==> config.mk <==
export PLATFORM = sky130hd
export DESIGN_NAME = alu_scheduler_flat
export DESIGN_NICKNAME = d
export VERILOG_FILES = /design/src/rtl/alu_scheduler_if.sv /design/src/rtl/alu_scheduler.sv /design/src/flat_wrapper.sv
export SDC_FILE = /design/constraint.sdc
export NUM_CORES = 1
export LEC_CHECK = 0
export CORE_ASPECT_RATIO = 1.25
export CORE_MARGIN = 5
export CORE_UTILIZATION = 50
export DETAILED_ROUTE_END_ITERATION = 7
export DONT_BUFFER_PORTS = 1
export HOLD_SLACK_MARGIN = 0.03
export PLACE_DENSITY = 0.74
export SYNTH_ARGS = -nofsm -noshare
export SYNTH_HDL_FRONTEND = slang
export SYNTH_SLANG_ARGS = --single-unit
export TNS_END_PERCENT = 1
==> constraint.sdc <==
create_clock -name clk -period 2.8 [get_ports clk]
set_clock_uncertainty 0.1 [all_clocks]
set_input_delay 0.84 -clock clk [delete_from_list [all_inputs] [get_ports clk]]
set_output_delay 0.84 -clock clk [all_outputs]
set_load 0.01 [all_outputs]
==> src/rtl/alu_scheduler_if.sv <==
// Request, ALU and response signals of alu_scheduler grouped as one bundle.
// master = requesters, consumer and ALU side; slave = the scheduler.
interface alu_scheduler_if;
    logic        a_valid;
    logic        a_ready;
    logic [4:0]  a_instr;
    logic [31:0] a_op1;
    logic [31:0] a_op2;

    logic        b_valid;
    logic        b_ready;
    logic [4:0]  b_instr;
    logic [31:0] b_op1;
    logic [31:0] b_op2;

    logic [4:0]  alu_instruction;
    logic [31:0] alu_num1;
    logic [31:0] alu_num2;
    logic [31:0] alu_result;
    logic [3:0]  alu_flags;

    logic        rsp_valid;
    logic        rsp_ready;
    logic        rsp_id;
    logic [31:0] rsp_result;
    logic [3:0]  rsp_flags;
    logic        rsp_err;

    modport master (
        output a_valid, a_instr, a_op1, a_op2,
        input  a_ready,
        output b_valid, b_instr, b_op1, b_op2,
        input  b_ready,
        input  alu_instruction, alu_num1, alu_num2,
        output alu_result, alu_flags,
        input  rsp_valid, rsp_id, rsp_result, rsp_flags, rsp_err,
        output rsp_ready
    );

    modport slave (
        input  a_valid, a_instr, a_op1, a_op2,
        output a_ready,
        input  b_valid, b_instr, b_op1, b_op2,
        output b_ready,
        output alu_instruction, alu_num1, alu_num2,
        input  alu_result, alu_flags,
        output rsp_valid, rsp_id, rsp_result, rsp_flags, rsp_err,
        input  rsp_ready
    );
endinterface

==> src/rtl/alu_scheduler.sv <==
// Round-robin two-requester sequencer for the shared ALU; ALU_SCHED_PERF_CNT_EN adds perf counters.
// Latency: accept to rsp_valid = ALU_LATENCY+1 cycles (1 cycle for an illegal opcode).
// Backpressure: one op outstanding; no request is accepted until the response handshake completes.
module alu_scheduler #(
    parameter int ALU_LATENCY = 1,
    parameter int OPC_MAX     = 18
) (
    input  logic                 clk,
    input  logic                 rst_n,
    alu_scheduler_if.slave       bus
`ifdef ALU_SCHED_PERF_CNT_EN
    ,
    output logic [15:0]          perf_a_ops,
    output logic [15:0]          perf_b_ops,
    output logic [15:0]          perf_busy
`endif
);

    typedef enum logic [1:0] {IDLE, EXEC, RESP} state_t;

    localparam logic [5:0] OPC_LIMIT = 6'(OPC_MAX);
    localparam logic [2:0] LAT_LOAD  = 3'(ALU_LATENCY);

    state_t      state;
    logic        rr_ptr;
    logic [2:0]  cnt;

    logic        gnt_a;
    logic        gnt_b;
    logic [4:0]  sel_instr;
    logic [31:0] sel_op1;
    logic [31:0] sel_op2;
    logic        sel_legal;

    // Ready is forced low while reset is held so every output reads 0 in reset.
    always_comb begin
        gnt_a = 1'b0;
        gnt_b = 1'b0;
        if (rst_n && state == IDLE) begin
            if (bus.a_valid && bus.b_valid) begin
                gnt_a = ~rr_ptr;
                gnt_b = rr_ptr;
            end else begin
                gnt_a = bus.a_valid;
                gnt_b = bus.b_valid;
            end
        end
    end

    assign bus.a_ready = gnt_a;
    assign bus.b_ready = gnt_b;

    assign sel_instr = gnt_b ? bus.b_instr : bus.a_instr;
    assign sel_op1   = gnt_b ? bus.b_op1   : bus.a_op1;
    assign sel_op2   = gnt_b ? bus.b_op2   : bus.a_op2;
    assign sel_legal = (sel_instr != 5'd0) && ({1'b0, sel_instr} <= OPC_LIMIT);

    always_ff @(posedge clk or negedge rst_n) begin
        if (!rst_n) begin
            state               <= IDLE;
            rr_ptr              <= 1'b0;
            cnt                 <= 3'd0;
            bus.alu_instruction <= 5'd0;
            bus.alu_num1        <= 32'd0;
            bus.alu_num2        <= 32'd0;
            bus.rsp_valid       <= 1'b0;
            bus.rsp_id          <= 1'b0;
            bus.rsp_result      <= 32'd0;
            bus.rsp_flags       <= 4'd0;
            bus.rsp_err         <= 1'b0;
        end else begin
            case (state)
                IDLE: begin
                    if (gnt_a || gnt_b) begin
                        bus.rsp_id <= gnt_b;
                        if (sel_legal) begin
                            bus.alu_instruction <= sel_instr;
                            bus.alu_num1        <= sel_op1;
                            bus.alu_num2        <= sel_op2;
                            cnt                 <= LAT_LOAD;
                            state               <= EXEC;
                        end else begin
                            // Illegal opcodes never reach the ALU.
                            bus.rsp_err    <= 1'b1;
                            bus.rsp_result <= 32'd0;
                            bus.rsp_flags  <= 4'd0;
                            bus.rsp_valid  <= 1'b1;
                            state          <= RESP;
                        end
                    end
                end
                EXEC: begin
                    if (cnt != 3'd0) begin
                        cnt <= cnt - 3'd1;
                    end else begin
                        bus.rsp_result      <= bus.alu_result;
                        bus.rsp_flags       <= bus.alu_flags;
                        bus.rsp_err         <= 1'b0;
                        bus.rsp_valid       <= 1'b1;
                        bus.alu_instruction <= 5'd0;
                        state               <= RESP;
                    end
                end
                RESP: begin
                    if (bus.rsp_ready) begin
                        bus.rsp_valid <= 1'b0;
                        rr_ptr        <= ~bus.rsp_id;
                        state         <= IDLE;
                    end
                end
                default: state <= IDLE;
            endcase
        end
    end

`ifdef ALU_SCHED_PERF_CNT_EN
    always_ff @(posedge clk or negedge rst_n) begin
        if (!rst_n) begin
            perf_a_ops <= 16'd0;
            perf_b_ops <= 16'd0;
            perf_busy  <= 16'd0;
        end else begin
            if (state != IDLE && perf_busy != 16'hFFFF) begin
                perf_busy <= perf_busy + 16'd1;
            end
            if (state == RESP && bus.rsp_ready) begin
                if (bus.rsp_id) begin
                    if (perf_b_ops != 16'hFFFF) perf_b_ops <= perf_b_ops + 16'd1;
                end else begin
                    if (perf_a_ops != 16'hFFFF) perf_a_ops <= perf_a_ops + 16'd1;
                end
            end
        end
    end
`endif

endmodule

==> src/flat_wrapper.sv <==
// flat-port wrapper written by rule: the top's interface ports become plain ports
module alu_scheduler_flat 
#(
    parameter int ALU_LATENCY = 1,
    parameter int OPC_MAX     = 18
)
  (clk, rst_n, bus_a_valid, bus_a_instr, bus_a_op1, bus_a_op2, bus_a_ready, bus_b_valid, bus_b_instr, bus_b_op1, bus_b_op2, bus_b_ready, bus_alu_instruction, bus_alu_num1, bus_alu_num2, bus_alu_result, bus_alu_flags, bus_rsp_valid, bus_rsp_id, bus_rsp_result, bus_rsp_flags, bus_rsp_err, bus_rsp_ready);
  alu_scheduler_if bus_i ();
  input  logic clk;
  input  logic rst_n;
  input wire logic [$bits(bus_i.a_valid)-1:0] bus_a_valid;
  input wire logic [$bits(bus_i.a_instr)-1:0] bus_a_instr;
  input wire logic [$bits(bus_i.a_op1)-1:0] bus_a_op1;
  input wire logic [$bits(bus_i.a_op2)-1:0] bus_a_op2;
  output wire logic [$bits(bus_i.a_ready)-1:0] bus_a_ready;
  input wire logic [$bits(bus_i.b_valid)-1:0] bus_b_valid;
  input wire logic [$bits(bus_i.b_instr)-1:0] bus_b_instr;
  input wire logic [$bits(bus_i.b_op1)-1:0] bus_b_op1;
  input wire logic [$bits(bus_i.b_op2)-1:0] bus_b_op2;
  output wire logic [$bits(bus_i.b_ready)-1:0] bus_b_ready;
  output wire logic [$bits(bus_i.alu_instruction)-1:0] bus_alu_instruction;
  output wire logic [$bits(bus_i.alu_num1)-1:0] bus_alu_num1;
  output wire logic [$bits(bus_i.alu_num2)-1:0] bus_alu_num2;
  input wire logic [$bits(bus_i.alu_result)-1:0] bus_alu_result;
  input wire logic [$bits(bus_i.alu_flags)-1:0] bus_alu_flags;
  output wire logic [$bits(bus_i.rsp_valid)-1:0] bus_rsp_valid;
  output wire logic [$bits(bus_i.rsp_id)-1:0] bus_rsp_id;
  output wire logic [$bits(bus_i.rsp_result)-1:0] bus_rsp_result;
  output wire logic [$bits(bus_i.rsp_flags)-1:0] bus_rsp_flags;
  output wire logic [$bits(bus_i.rsp_err)-1:0] bus_rsp_err;
  input wire logic [$bits(bus_i.rsp_ready)-1:0] bus_rsp_ready;
  assign bus_i.a_valid = bus_a_valid;
  assign bus_i.a_instr = bus_a_instr;
  assign bus_i.a_op1 = bus_a_op1;
  assign bus_i.a_op2 = bus_a_op2;
  assign bus_a_ready = bus_i.a_ready;
  assign bus_i.b_valid = bus_b_valid;
  assign bus_i.b_instr = bus_b_instr;
  assign bus_i.b_op1 = bus_b_op1;
  assign bus_i.b_op2 = bus_b_op2;
  assign bus_b_ready = bus_i.b_ready;
  assign bus_alu_instruction = bus_i.alu_instruction;
  assign bus_alu_num1 = bus_i.alu_num1;
  assign bus_alu_num2 = bus_i.alu_num2;
  assign bus_i.alu_result = bus_alu_result;
  assign bus_i.alu_flags = bus_alu_flags;
  assign bus_rsp_valid = bus_i.rsp_valid;
  assign bus_rsp_id = bus_i.rsp_id;
  assign bus_rsp_result = bus_i.rsp_result;
  assign bus_rsp_flags = bus_i.rsp_flags;
  assign bus_rsp_err = bus_i.rsp_err;
  assign bus_i.rsp_ready = bus_rsp_ready;
  alu_scheduler #(.ALU_LATENCY(ALU_LATENCY), .OPC_MAX(OPC_MAX)) u_core (.clk(clk), .rst_n(rst_n), .bus(bus_i));
endmodule
-- Word-level counts from Yosys, hierarchy flattened
Index checks and enable logic that the tools add are counted.
Widths: inputs -> output; s select.
- input port bits: 179
- output and inout bits: 110
- word-level logic and storage cells: 75
- flip-flop bits (word level): 114
- muxes and demuxes: 35
- eq/ne operators: 8
- add/subtract/negate cells: 1
- reductions and logical operators: 17
- bitwise logic cells: 2
- order comparisons: 1
- operators by type and width (kind ; count):
    $mux 32 ; 5
    $pmux 32 s2 ; 1
    $mux 5 ; 4
    $mux 4 ; 3
    $reduce_and 4->1 ; 3
    $pmux 5 s2 ; 1
    $mux 1 ; 9
    $mux 3 ; 3
    $mux 2 ; 4
    $ne 2x2->1 const B ; 4
    $pmux 4 s2 ; 1
    $pmux 2 s3 ; 1
    $pmux 3 s2 ; 1
    $reduce_and 3->1 ; 2
    $reduce_bool 3->1 ; 2
    $le 5x5->1 const B ; 1
    $reduce_and 5->1 ; 1
    $reduce_bool 5->1 ; 1
    $ne 2x1->1 const B ; 2
    $reduce_and 2->1 ; 2
    $logic_and 1x1->1 ; 3
    $pmux 1 s3 ; 1
    $sub 3x1->3 const B ; 1
    $eq 2x1->1 const B ; 1
    other kinds (6) ; 7

-- Depth between registers and ports, before layout
Gate-level depths: netlist (run 1).
- depth after elaboration: 9
- gate-level depth with buffers: 9
- gate-level depth less buffers: 7

-- Worst setup path after synthesis (run 1)
Ideal clock, no wire load.
- path type: input to output
- from: in bus_a_valid
- to: out bus_b_ready
- setup slack: 0.354 ns
- data required time: 1.860 ns
- arrival: 1.506 ns
- cell stages on the path: 5
- cells stage by stage: nand2b_1 -> nand4_4 -> buf_6 -> buf_8 -> inv_1
- word-level cells in the longest chain between the ends: 3
- ends and longest elaborated chain (item ; line ; source):
    from (decl) ; flat_wrapper.sv:11 ; input wire logic [$bits(bus_i.a_valid)-1:0] bus_a_valid;
    $logic_and 1x1->1 ; alu_scheduler.sv:40 ; if (bus.a_valid && bus.b_valid) begin
    $mux 1 ; alu_scheduler.sv:40 ;
    $mux 1 ; alu_scheduler.sv:39 ; if (rst_n && state == IDLE) begin
    to (decl) ; flat_wrapper.sv:20 ; output wire logic [$bits(bus_i.b_ready)-1:0] bus_b_ready;
No other way between the ends.

-- Final worst setup path (run 1)
- from: reg u_core.state[0]
- to: out bus_b_ready
- word-level cells in the longest chain between the ends: 3
- ends and longest elaborated chain (item ; line ; source):
    from (decl) ; alu_scheduler.sv:24 ; state_t state;
    from (signal assigned) ; alu_scheduler.sv:60 ; state <= IDLE;
    from (signal assigned) ; alu_scheduler.sv:81 ; state <= EXEC;
    from (signal assigned) ; alu_scheduler.sv:88 ; state <= RESP;
    $logic_not 2->1 ; alu_scheduler.sv:39 ;
    $logic_and 1x1->1 ; alu_scheduler.sv:39 ;
    $mux 1 ; alu_scheduler.sv:39 ;
No other way between the ends.

==> results of run 1 <==
==> path summary, 6_finish.rpt <==
check	cells after the start	slack (ns)	startpoint	endpoint
worst max-delay path	4	0.15	u_core.state[0]	bus_b_ready
worst min-delay path	0	0.03	rst_n	u_core.bus.rsp_result[0]
worst max register to register	7	0.40	u_core.state[0]	u_core.bus.alu_num2[29]
worst min register to register	1	0.44	u_core.cnt[0]	u_core.cnt[0]
max in group asynchronous	0	2.36	rst_n	u_core.bus.alu_num1[3]
min in group clk	1	0.44	u_core.cnt[0]	u_core.cnt[0]
==> stage by stage <==
| stage | power (uW) | cells | util, % |
|---|---|---|---|
| 4_1_cts | 7458 | 633 | 55.77 |
| 5_1_grt | 7841 | 633 | 55.79 |
| 3_3_place_gp | 5160 | 601 | 50.37 |
| 2_1_floorplan | 4800 | 499 | - |
| 3_5_place_dp | 5282 | 601 | 50.37 |
| 6_report | 7373 | 633 | 55.79 |
==> Yosys cell counts, types with 2 or more instances <==
cell / n / area share (%)
dfrtp_1: 114 / 51
mux2i_1: 70 / 12
o21ai_0: 70 / 6.2
o21ai_1: 61 / 5.4
nand3_1: 38 / 3.4
o2bb2ai_1: 36 / 5.6
buf_8: 12 / 3.2
clkbuf_1: 12 / 0.80
inv_1: 10 / 0.67
buf_2: 8 / 0.71
nor2_1: 7 / 0.47
mux2_2: 6 / 1.2
ha_1: 5 / 1.1
buf_4: 4 / 0.53
buf_6: 4 / 0.80
nand2_1: 4 / 0.27
a21oi_1: 3 / 0.27
clkbuf_2: 3 / 0.27
a211o_1: 2 / 0.31
a22o_1: 2 / 0.31
a22oi_4: 2 / 0.76
nor2b_1: 2 / 0.22
nor3_1: 2 / 0.18
o22a_1: 2 / 0.31
o22ai_1: 2 / 0.22
==> layout make-up <==
| cell class | count | area [um^2] |
|---|---|---|
| Clock buffer | 18 | 439.2 |
| Clock inverter | 14 | 156.4 |
| Fill cell | 914 | 4876 |
| Inverter | 10 | 37.54 |
| Multi-Input combinational cell | 331 | 2379 |
| Sequential cell | 114 | 2853 |
| Tap cell | 135 | 168.9 |
| Timing Repair Buffer | 11 | 120.1 |
==> worst register-to-register path, stage by stage, from the launching register on <==
cell and delay [ns]:
dfrtp_1 0.39, inv_1 0.09, ha_2 0.31, nand4_4 0.31, mux2i_4 0.32, buf_4 0.50, o21ai_0 0.17, o21ai_1 0.11
==> report_power, final <==
| part | internal (uW) | switching, uW | total (uW) |
|---|---|---|---|
| clock network | 1340 | 800 | 2140 |
| registers | 2420 | 960 | 3380 |
| logic | 802 | 1040 | 1850 |
==> layer usage <==
| layer | vias to the layer above | global-route usage, % |
|---|---|---|
| li1 | 1818 | - |
| met1 | 1977 | 24.07 |
| met2 | 225 | 35.47 |
| met3 | 15 | 10.09 |
| met4 | 4 | 6.622 |
| met5 | - | 0 |
==> timing repair <==
action                                  in CTS  in global routing
resized for setup                            0                  1
hold endpoints to repair                   114                114
endpoints found under the setup margin       0                  2
==> sequential cells by signal, summed over array words and instances, names as in the netlist <==
| signal | count |
|---|---|
| u_core.bus.alu_num1 | 32 |
| u_core.bus.alu_num2 | 32 |
| u_core.bus.rsp_result | 32 |
| u_core.bus.alu_instruction | 5 |
| u_core.bus.rsp_flags | 4 |
| u_core.cnt | 3 |
| u_core.state | 2 |
| u_core.bus.rsp_err | 1 |
| u_core.bus.rsp_id | 1 |
| u_core.bus.rsp_valid | 1 |
| u_core.rr_ptr | 1 |
==> cell families after synthesis <==
family          synth area share, %
compound gates                21.11
fa+ha+maj                     1.114
buf+inv                       7.154
flops                         50.81
mux                           14.29
simple gates                  5.527
==> placed cells by master (no fill, tap or decap), types with 3 or more instances in the layout <==
| cell | synthesis | routed |
|---|---|---|
| nand2_1 | 4 | 4 |
| ha_1 | 5 | 4 |
| clkinv_4 | 0 | 5 |
| buf_12 | 0 | 3 |
| inv_1 | 10 | 10 |
| dfrtp_1 | 114 | 114 |
| nor2_1 | 7 | 7 |
| o21ai_1 | 61 | 61 |
| o21ai_0 | 70 | 70 |
| clkbuf_16 | 0 | 17 |
| mux2i_1 | 70 | 70 |
| mux2_2 | 6 | 6 |
| a21oi_1 | 3 | 3 |
| clkinvlp_4 | 0 | 4 |
| buf_4 | 4 | 8 |
| o2bb2ai_1 | 36 | 36 |
| nand3_1 | 38 | 38 |
==> flow_summary.toml, run 1 <==
[sta]
setup_ws_ns = 0.1507
slew_headroom_pct = 63.98
tightest_slew_ns = 0.5403
fin_setup_tns_ns = 0
min_period_ns = 2.649
max_freq_mhz = 377.5
fin_crit_sh_pct = 94.62
finalSetupViolCount = 0
hold_slack_ns = 0.03464
rsz0062_at_grt = "no"
timing_hold_violations_final = 0
drv_slew = 0

[detailed_routing]
wl_met2_mm = 7.567
top_layer = "met5"
ant_nets = 0
first_iter_violations = 224
vias_per_cell = 6.381
wl_per_cell_um = 23.24
wl_met1_mm = 5.293
wl_met3_mm = 1.673
routed_wl_mm = 14.71
drtPass1Iterations = 5
vias = 4039
drc_errors = 0

[placement]
post-place-ws_ns = 0.2337
port_buffers = 0
gp_congestion = 0.8266
placed_cell_area_um2 = 5555
dp.final_hpwl_mm = 10.55

[synthesis]
synthFlopType = "dfrtp_1"
netlist_instances = 499
synth_area_um2 = 5614
synthDistinctLibCells = 43
avgSynthCellArea_um2 = 11.25
syn_nets = 683
synth_edf_count = 0
seq_area_frac_synth_pct = 50.81
ys_async_sr_fraction_pct = 100.0
ys_ff_latch = 114
ys_warn_count = 0

[hold_path]
min_path_type = "in2async"

[clock_tree]
numCtsBuffers = 17
clkTransAtPathRegs_ns = 0.06
clk_latency_ns = 0.40
cts_tree = "yes"
cts_root_buffer = "clkbuf_16"
ctsHtreeMaxLevel = 4
cts.sinks = 114
clockBufferDepth = 2
postCtsSetupRepairBufs = 0

[layout]
area_growth_pct = 9.606
nets = 669
fin_area_um2 = 6153
drive_gt1_share_pct = 12.25
diodes = 0

[grt]
grt_max_degree = 120
grt_overflow = 0
grt_pass1_vias = 4217
antenna_found_initial = 2
grt_pass1_wl_mm = 23.00
grtUsageTotal_pct = 21.18

[run]
max_cap_viol_count = 0

[worst_setup_path]
startpoint_type = "flip-flop"
critical_path_class = "reg2out"
slowest_delay_ns = 0.39
cp_max_fo = 11
path_cells = "inv_1 -> ha_2 -> nand4_4 -> inv_1"
critPathCaptureType = "output port"
critPathBufInv = 2
critPathSlowestCell = "dfrtp_1"
cp_common_cell = "inv_1"
crit_required_ns = 1.86
crit_family = "flip-flops"
arrival_ns = 1.71

[die]
start_util_pct = 50.90
die_area_um2 = 13460
io_pins = 289
die_w_um = 104.8
die_h_um = 128.5
rows = 43
coreArea_um2 = 11030

[run_status]
outcome = "complete, no violations"

[power]
p_leak_uw = 0.002977
powerDensity_nw_per_um2 = 1198
max-vdd-ir-drop_v = 0.0007203
(Power assumes the default switching activity.)
==> run 2, diff against run 1 <==
CTS_CLUSTER_SIZE = 28   (was not set)
PLACE_DENSITY = 0.76   (was 0.74)
==> run 2 against run 1 <==
Largest power group unchanged. Die area unchanged. Sequential power hardly changed. Critical path type unchanged. Highest routed layer unchanged. First-iteration DRC count up 8.0%. Fmax is 4.0% higher.
==> flow_summary.toml, run 2 (synthesized netlist as in run 1, its figures left out) <==
[run_status]
outcome = "complete, no violations"

[worst_setup_path]
path_cells = "inv_1 -> ha_2 -> nand3_1 -> a21oi_1"
crit_required_ns = 1.86
worstSetupStartpoint = "u_core.state[1]"
slowest_delay_ns = 0.40
critPathCaptureType = "output port"
crit_family = "flip-flops"
critPathBufInv = 1
arrival_ns = 1.61
critPathSlowestCell = "dfrtp_1"
cp_max_fo = 8
startpoint_type = "flip-flop"
critical_path_class = "reg2out"
r2r_start = "u_core.state[1]"

[sta]
min_period_ns = 2.547
drv_slew = 0
timing_hold_violations_final = 0
fin_setup_tns_ns = 0
fin_crit_sh_pct = 90.98
max_freq_mhz = 392.6
tightest_slew_ns = 0.5879
finalSetupViolCount = 0
rsz0062_at_grt = "no"
slew_headroom_pct = 60.81

[run]
max_cap_viol_count = 0

[clock_tree]
clockBufferDepth = 2
cts_root_buffer = "clkbuf_16"
clk_latency_ns = 0.40
clkTransAtPathRegs_ns = 0.06
cts.sinks = 114
cts_tree = "yes"
ctsHtreeMaxLevel = 4
numCtsBuffers = 17

[detailed_routing]
wl_per_cell_um = 23.52
ant_nets = 0
drtPass1Iterations = 6
vias_per_cell = 6.452
vias = 4065
first_iter_violations = 242
drc_errors = 0
routed_wl_mm = 14.82

[layout]
drive_gt1_share_pct = 11.31
reg.largest.list = "u_core.bus.alu_num1 (32), u_core.bus.alu_num2 (32), u_core.bus.rsp_result (32)"
nets = 667
final_common_cell = "dfrtp_1"
regArea_um2 = 2853
final_cell_mix = "dfrtp_1, mux2i_1, o21ai_0, o21ai_1, nand3_1"
area_growth_pct = 8.959
diodes = 0
multi_input_area_um2 = 2371
fillers = 947

[die]
die_h_um = 128.5
rows = 43
io_pins = 289
coreArea_um2 = 11030
die_w_um = 104.8
die_area_um2 = 13460
start_util_pct = 50.90

[grt]
antenna_found_initial = 1
grt_max_degree = 120
grt_overflow = 0
grt_pass1_wl_mm = 22.97
grtUsageTotal_pct = 21.48
grt_pass1_vias = 4167

[placement]
gp_congestion = 0.8107
dp.final_hpwl_mm = 10.68
port_buffers = 0

[power]
powerDensity_nw_per_um2 = 1207
max-vdd-ir-drop_v = 0.0006005
p_total_uw = 7383
p_leak_uw = 0.002969

[hold_path]
min_path_type = "in2async"
## run 2: cell type report
| cell class | instances | share of cell area (%) |
|---|---|---|
| well taps | 135 | 2.761 |
| repair buffers | 9 | 1.514 |
| inverters | 10 | 0.6136 |
| multi-input cells | 331 | 38.76 |
| clock inverters | 10 | 2.189 |
| flip-flops and latches | 114 | 46.64 |
| clock buffers | 21 | 7.527 |
## run 2: timing repair
action / in CTS / in global routing
endpoints found under the hold margin: 114 / 114
endpoints found under the setup margin: 0 / 1
setup buffers: 0 / 0
resized for setup: 0 / 1
## run 2: per-stage QoR
| step | setup WS (ns) | hold WS [ns] | util, % | instances | instance area (um^2) |
|---|---|---|---|---|---|
| after CTS | 0.07543 | 0.01000 | 55.44 | 630 | 6115 |
| after detailed placement | 0.2754 | 0.4189 | 50.05 | 599 | 5520 |
| after global routing | 0.1166 | -0.0004227 | 55.46 | 630 | 6117 |
| final | 0.2526 | 0.02622 | 55.46 | 630 | 6117 |
| after global placement | 0.3540 | 0.4134 | 50.05 | 599 | 5520 |
| after floorplan | 0.3538 | 0.3958 | - | 499 | 5614 |
## run 2: path summary, 6_finish.rpt
path | slack (ns) | depth (start not counted) | end
max | 0.25 | 4 | bus_a_ready
min | 0.03 | 0 | u_core.bus.rsp_result[23]
max reg2reg | 0.47 | 7 | u_core.bus.alu_num2[13]
min reg2reg | 0.44 | 1 | u_core.cnt[2]
max in group asynchronous | 2.42 | 0 | u_core.bus.alu_num1[2]
min in group clk | 0.44 | 1 | u_core.rr_ptr
## run 2: where the power goes
| group | switching, uW | total (uW) | internal, uW |
|---|---|---|---|
| Combinational | 1060 | 1840 | 783 |
| Clock | 720 | 2150 | 1430 |
| Sequential | 964 | 3390 | 2430 |
## run 2: layer usage
metal  wire length [um]  part of all wire [%]  global-route usage [%]
met5                 13                 0.088                       0
met4                244                   1.6                   7.675
met3               1757                    12                   10.29
met1               5091                    34                   23.71
met2               7713                    52                   36.25
==> run 3, diff against run 2 <==
SKIP_LAST_GASP = 1   (was not set)
==> results of run 3 <==
Final layout, timing and power as in run 2 (identical DEF).
